[config.mk]
export PLATFORM = sky130hd
export DESIGN_NAME = rfid_inventory_sequencer
export DESIGN_NICKNAME = d
export VERILOG_FILES = /design/src/rtl/rfid_reader_pkg.sv /design/src/rtl/rfid_cmd_handshake.sv /design/src/rtl/rfid_inventory_sequencer.sv
export SDC_FILE = /design/constraint.sdc
export NUM_CORES = 1
export LEC_CHECK = 0
export CAP_MARGIN = 30
export CELL_PAD_IN_SITES_DETAIL_PLACEMENT = 1
export CELL_PAD_IN_SITES_GLOBAL_PLACEMENT = 1
export CORE_MARGIN = 10
export CORE_UTILIZATION = 37
export DETAILED_ROUTE_END_ITERATION = 7
export HOLD_SLACK_MARGIN = 0.02
export PLACE_DENSITY_LB_ADDON = 0.08
export RECOVER_POWER = 100
export SYNTH_ARGS = -nofsm -noshare
export SYNTH_HDL_FRONTEND = slang
export SYNTH_SLANG_ARGS = --single-unit
[constraint.sdc]
create_clock -name clk -period 3.4 [get_ports clk]
set_input_delay 1.02 -clock clk [delete_from_list [all_inputs] [get_ports clk]]
set_output_delay 1.02 -clock clk [all_outputs]
set_load 0.01 [all_outputs]
[src/rtl/rfid_reader_pkg.sv]
// Shared RFID reader types: packet codes, sequencer and handshake states.
// Imported by the inventory sequencer and its command handshake.
package rfid_reader_pkg;

    localparam logic [3:0] PKT_QUERYREP = 4'd0;
    localparam logic [3:0] PKT_ACK      = 4'd1;
    localparam logic [3:0] PKT_QUERY    = 4'd2;
    localparam logic [3:0] PKT_REQRN    = 4'd6;
    localparam logic [3:0] PKT_READ     = 4'd7;

    localparam int SLOT_W = 16;

    typedef enum logic [2:0] {
        ST_INIT,
        ST_IDLE,
        ST_QUERY,
        ST_QUERYREP,
        ST_ACK,
        ST_REQRN,
        ST_READ
    } seq_state_e;

    typedef enum logic [1:0] {
        HS_IDLE,
        HS_REQ,
        HS_WAIT
    } hs_state_e;

    function automatic logic [3:0] pkt_of(seq_state_e s);
        logic [3:0] p;
        case (s)
            ST_QUERY: p = PKT_QUERY;
            ST_ACK:   p = PKT_ACK;
            ST_REQRN: p = PKT_REQRN;
            ST_READ:  p = PKT_READ;
            default:  p = PKT_QUERYREP;
        endcase
        return p;
    endfunction

endpackage

[src/rtl/rfid_cmd_handshake.sv]
// start_tx / reader_running / reader_done handshake for one command.
// done is a one-cycle pulse; ok flags a valid tag reply with it.
module rfid_cmd_handshake
    import rfid_reader_pkg::*;
(
    input  logic clk,
    input  logic reset,
    input  logic launch,
    input  logic reader_running,
    input  logic reader_done,
    input  logic rx_packet_complete,
    output logic start_tx,
    output logic done,
    output logic ok
);

    hs_state_e hs_q, hs_d;
    logic      start_tx_q, start_tx_d;

    // done only counts once running has been seen, possibly in the same cycle
    always_comb begin
        hs_d       = hs_q;
        start_tx_d = start_tx_q;
        done       = 1'b0;
        unique case (hs_q)
            HS_IDLE: begin
                if (launch) begin
                    hs_d       = HS_REQ;
                    start_tx_d = 1'b1;
                end
            end
            HS_REQ: begin
                if (reader_running) begin
                    start_tx_d = 1'b0;
                    hs_d       = HS_WAIT;
                    if (reader_done) begin
                        hs_d = HS_IDLE;
                        done = 1'b1;
                    end
                end
            end
            HS_WAIT: begin
                if (reader_done) begin
                    hs_d = HS_IDLE;
                    done = 1'b1;
                end
            end
            default: hs_d = HS_IDLE;
        endcase
    end

    assign ok       = done & rx_packet_complete;
    assign start_tx = start_tx_q;

    always_ff @(posedge clk or posedge reset) begin
        if (reset) begin
            hs_q       <= HS_IDLE;
            start_tx_q <= 1'b0;
        end else begin
            hs_q       <= hs_d;
            start_tx_q <= start_tx_d;
        end
    end

endmodule

[src/rtl/rfid_inventory_sequencer.sv]
// EPC inventory round sequencer: QUERY, QUERYREP, ACK, REQRN, READ.
// Define RFID_SEQ_STATS_EN to keep the tags_read/rounds counters.
module rfid_inventory_sequencer
    import rfid_reader_pkg::*;
#(
    parameter int STARTUP_CYCLES = 390,
    parameter int Q_INIT         = 2,
    parameter int MAX_RETRIES    = 3,
    parameter int CNT_W          = 16
) (
    input  logic             clk,
    input  logic             reset,
    input  logic             enable,
    input  logic             reader_running,
    input  logic             reader_done,
    input  logic             rx_packet_complete,
    input  logic [15:0]      rx_handle,
    output logic [3:0]       send_packet_type,
    output logic             start_tx,
    output logic [15:0]      tx_handle,
    output logic [3:0]       slot_q,
    output logic             busy,
    output logic             round_done,
    output logic [CNT_W-1:0] tags_read,
    output logic [CNT_W-1:0] rounds
);

    localparam int SU_W = (STARTUP_CYCLES > 1) ? $clog2(STARTUP_CYCLES + 1) : 1;
    localparam int RT_W = (MAX_RETRIES > 0) ? $clog2(MAX_RETRIES + 1) : 1;
    localparam logic [SU_W-1:0]   SU_LAST   = SU_W'(STARTUP_CYCLES - 1);
    localparam logic [RT_W-1:0]   RT_MAX    = RT_W'(MAX_RETRIES);
    localparam logic [SLOT_W-1:0] SLOT_INIT = SLOT_W'((1 << Q_INIT) - 1);

    seq_state_e        state_q, state_d, go;
    logic [SU_W-1:0]   init_cnt_q, init_cnt_d;
    logic [SLOT_W-1:0] slot_left_q, slot_left_d;
    logic [RT_W-1:0]   retry_cnt_q, retry_cnt_d;
    logic [15:0]       tx_handle_q, tx_handle_d;
    logic [3:0]        pkt_q, pkt_d;
    logic              launch_q, launch_d;
    logic              round_done_q, round_done_d;
    logic              next_slot, enter;
    logic              hs_done, hs_ok;

    rfid_cmd_handshake u_hs (
        .clk                (clk),
        .reset              (reset),
        .launch             (launch_q),
        .reader_running     (reader_running),
        .reader_done        (reader_done),
        .rx_packet_complete (rx_packet_complete),
        .start_tx           (start_tx),
        .done               (hs_done),
        .ok                 (hs_ok)
    );

    always_comb begin
        state_d      = state_q;
        init_cnt_d   = init_cnt_q;
        slot_left_d  = slot_left_q;
        retry_cnt_d  = retry_cnt_q;
        tx_handle_d  = tx_handle_q;
        pkt_d        = pkt_q;
        launch_d     = 1'b0;
        round_done_d = 1'b0;
        next_slot    = 1'b0;
        enter        = 1'b0;
        go           = ST_QUERY;
        unique case (state_q)
            ST_INIT: begin
                if (init_cnt_q == SU_LAST) begin
                    if (enable) enter = 1'b1;
                    else        state_d = ST_IDLE;
                end else begin
                    init_cnt_d = init_cnt_q + 1'b1;
                end
            end
            ST_IDLE: begin
                if (enable) enter = 1'b1;
            end
            ST_QUERY, ST_QUERYREP: begin
                if (hs_done) begin
                    if (hs_ok) begin
                        tx_handle_d = rx_handle;
                        enter       = 1'b1;
                        go          = ST_ACK;
                    end else begin
                        next_slot = 1'b1;
                    end
                end
            end
            ST_ACK, ST_REQRN, ST_READ: begin
                if (hs_done) begin
                    if (hs_ok) begin
                        tx_handle_d = rx_handle;
                        if (state_q == ST_READ) begin
                            next_slot = 1'b1;
                        end else begin
                            enter = 1'b1;
                            go    = (state_q == ST_ACK) ? ST_REQRN : ST_READ;
                        end
                    end else if (retry_cnt_q < RT_MAX) begin
                        retry_cnt_d = retry_cnt_q + 1'b1;
                        launch_d    = 1'b1;
                    end else begin
                        next_slot = 1'b1;
                    end
                end
            end
            default: state_d = ST_INIT;
        endcase

        // enable is only honoured at a round boundary
        if (next_slot) begin
            if (slot_left_q != '0) begin
                enter = 1'b1;
                go    = ST_QUERYREP;
            end else begin
                round_done_d = 1'b1;
                if (enable) enter = 1'b1;
                else        state_d = ST_IDLE;
            end
        end

        if (enter) begin
            state_d  = go;
            launch_d = 1'b1;
            pkt_d    = pkt_of(go);
            if (go == ST_QUERY)         slot_left_d = SLOT_INIT;
            else if (go == ST_QUERYREP) slot_left_d = slot_left_q - 1'b1;
        end
        if (enter || (state_d != state_q)) retry_cnt_d = '0;
    end

    always_ff @(posedge clk or posedge reset) begin
        if (reset) begin
            state_q      <= ST_INIT;
            init_cnt_q   <= '0;
            slot_left_q  <= '0;
            retry_cnt_q  <= '0;
            tx_handle_q  <= '0;
            pkt_q        <= '0;
            launch_q     <= 1'b0;
            round_done_q <= 1'b0;
        end else begin
            state_q      <= state_d;
            init_cnt_q   <= init_cnt_d;
            slot_left_q  <= slot_left_d;
            retry_cnt_q  <= retry_cnt_d;
            tx_handle_q  <= tx_handle_d;
            pkt_q        <= pkt_d;
            launch_q     <= launch_d;
            round_done_q <= round_done_d;
        end
    end

    assign send_packet_type = pkt_q;
    assign tx_handle        = tx_handle_q;
    assign slot_q           = 4'(Q_INIT);
    assign busy             = (state_q != ST_INIT) && (state_q != ST_IDLE);
    assign round_done       = round_done_q;

`ifdef RFID_SEQ_STATS_EN
    logic [CNT_W-1:0] tags_read_q, tags_read_d;
    logic [CNT_W-1:0] rounds_q, rounds_d;
    logic             read_ok;

    assign read_ok = (state_q == ST_READ) && hs_ok;

    always_comb begin
        tags_read_d = tags_read_q;
        rounds_d    = rounds_q;
        if (read_ok && (tags_read_q != '1)) tags_read_d = tags_read_q + 1'b1;
        if (round_done_d && (rounds_q != '1)) rounds_d = rounds_q + 1'b1;
    end

    always_ff @(posedge clk or posedge reset) begin
        if (reset) begin
            tags_read_q <= '0;
            rounds_q    <= '0;
        end else begin
            tags_read_q <= tags_read_d;
            rounds_q    <= rounds_d;
        end
    end

    assign tags_read = tags_read_q;
    assign rounds    = rounds_q;
`else
    assign tags_read = '0;
    assign rounds    = '0;
`endif

endmodule

==> impl_metrics.ini <==
[yosys]
synth_edf_count = 0
synth_top_family_by_area = simple AND/OR/NAND/NOR gates
synth_seq_cells = 54
synth_area_leaders = dfrtp_1 45%, buf_4 9.4%, mux2_2 6.7%
synth_ff_type = dfrtp_1
yosys.area_share.simple = 0.1587
ys_top_cells_by_count = 54 x dfrtp_1, 38 x buf_4, 28 x nor2_1
ys_seq_area_frac = 0.4463
async_flop_share = 1.000
synthDistinctLibCells = 50
syn_area_sq_um = 3028
synth_area_leader_cell = dfrtp_1
synth_compound_area_frac = 0.1070
post_synth_xor_area_fraction = 0.06653
synth_mux_area_frac = 0.06694
synth_top_area_frac = 0.4463
synth_warnings = 0
yosysMostFrequentCell = dfrtp_1
syn_inst = 303
avgSynthCellArea_sq_um = 9.993
synth_fa_ha_area_frac = 0.03223

[final_layout]
antenna_cells = 0
final_cells = 456
nets = 382
drive_above_1_share = 0.1299
post-route-util = 0.4562
stdcell_area_sq_um = 3580
area_delta_synth_final_pct = 18.22

[sta]
setup_tns_ps = 0
setup_violations = 0
slew_viol_final = 0
setup_slack_ps = 313.2
finalHoldViolations = 0
fin_crit_sh = 0.9079
grt_setup_unrepaired = no
period_needed_ps = 3087
hold-worst-slack_ps = 484.9
worst_slew_pin_slew_ps = 1353
clock_skew_ps = 6.629
max_freq_mhz = 324.0
slew_headroom = 0.09769

[cts]
htree_levels = 2
clk_latency_ps = 310
clkSinkCount = 54
clk_pin_slew_ps = 100
cts_resized = 0
clock-root-buffer = clkbuf_8
post_cts_buffers = 0
cts_tree = built
cts_max_path_buffers = 2
hold_buffers = 0
cts_buffers = 5

[die]
ios = 81
core-area_sq_um = 7848
fp.dieArea_sq_um = 12200
rows = 32
die_height_um = 110.5
start_util = 0.3858
fp.dieW_um = 110.5

[setup_path]
worstSetupEndpointType = flip-flop
worstSetupPathType = in -> reg
path_max_fanout = 13
cp.required_ps = 3640
start_kind = input port
arrival_ps = 3330

[power_and_ir_drop]
p_leak_nw = 1.704
vdd_drop_max_v = 0.0002341
power_density_nw_per_um2 = 676.5
sw_frac_of_total = 0.3753
pwr-share-comb = 0.401
switchingPower_mw = 0.9088
internal_power_mw = 1.513
p_total_mw = 2.422
seq_power_share = 0.419
clkPwrFrac = 0.181

[global_route]
grt_pass1_vias = 2395
gr-total-overflow = 0
track_usage = 0.1126
grt_pass1_wl_mm = 11.76
antenna_found_initial = 0
grt_max_degree = 55

[route]
totalWireLength_mm = 7.012
vias = 2209
drt_pre_antenna_iters = 4
avgRoutedWirePerCell_um = 15.38
antenna_left = 0
drt_iter0_markers = 50
viasPerCell = 4.844
drcViolationCount = 0

[placement]
dpl.hpwl_mm = 5.428
post-place-ws_ps = 154.5
port_buffers = 43
dp_cells = 448
postPlaceCellArea_sq_um = 3496
place_congestion = 0.7843

[flow_run]
max_cap_violations = 0

[worst_hold_path]
min-delay-path-class = reg -> reg

[outcome]
status = complete, no violations
## per-layer routing
layer	track usage	wire length, um	part of all wire	vias to the layer above
li1	-	-	-	1063
met1	0.1272	3022	0.43	1084
met2	0.1823	3245	0.46	54
met3	0.05835	668	0.095	8
met4	0.02936	75	0.011	0
met5	0	0	0	-
## power by group through the flow
| stage | combinational [mW] | sequential, mW | clock, mW |
|---|---|---|---|
| floorplan | 0.695 | 1.01 | 0 |
| global placement | 1.02 | 1.03 | 0 |
| detailed placement | 1.04 | 1.03 | 0 |
| CTS | 1.05 | 1.02 | 0.453 |
| global route | 1.11 | 1.05 | 0.478 |
| finish | 0.971 | 1.01 | 0.437 |
## state kept, by name (all words and copies together), names as in the netlist, 2 cells and up
signal	count
retry_cnt_q	2
init_cnt_q	9
u_hs.hs_q	2
tx_handle	16
state_q	3
send_packet_type	3
slot_left_q	16
## worst max-delay path, cell delays in order
cell           delay [ps]
dlygate4sd3_1         590
or4bb_1               480
o211a_1               170
a211oi_1              330
buf_4                 210
nor2b_1                60
and2_0                150
buf_4                 180
nor2b_1               130
## final timing paths
| check | depth (start not counted) | from | slack (ps) | endpoint |
|---|---|---|---|---|
| max reg2reg | 7 | slot_left_q[3] | 570 | state_q[1] |
| min reg2reg | 1 | init_cnt_q[8] | 480 | init_cnt_q[8] |
| max | 9 | rx_packet_complete | 310 | slot_left_q[14] |
| min | 1 | init_cnt_q[8] | 480 | init_cnt_q[8] |
| min in group asynchronous | 3 | reset | 1590 | slot_left_q[1] |
| max in group asynchronous | 3 | reset | 1000 | tx_handle[11] |
## cell families after synthesis
logic type               count (synthesis)
buffers and inverters                   58
flip-flops                              54
AND/OR/NAND/NOR                         91
other                                    2
AO/OA/AOI/OAI                           49
adder cells (fa/ha/maj)                  8
XOR/XNOR                                23
multiplexers                            18
## cell usage in the layout, fill, tap and decap left out, types with 10 or more instances in the layout
| cell type | Yosys | routed |
|---|---|---|
| o21ai_0 | 16 | 16 |
| buf_4 | 38 | 10 |
| nor2_1 | 28 | 28 |
| nor3_1 | 11 | 11 |
| mux2_2 | 18 | 18 |
| clkdlybuf4s50_1 | 0 | 17 |
| dlygate4sd3_1 | 0 | 26 |
| xor2_1 | 12 | 12 |
| xnor2_1 | 11 | 11 |
| nand2_1 | 14 | 14 |
| inv_1 | 11 | 10 |
| conb_1 | 2 | 37 |
| dfrtp_1 | 54 | 54 |
## area by class of cell
type	instances	area, sq um
Clock buffer	5	68.82
Clock inverter	3	40.04
Fill cell	919	4268
Inverter	11	41.29
Multi-Input combinational cell	226	1436
Sequential cell	54	1351
Tap cell	102	127.6
Timing Repair Buffer	55	514.2
Power figures use the tool's default switching activity.
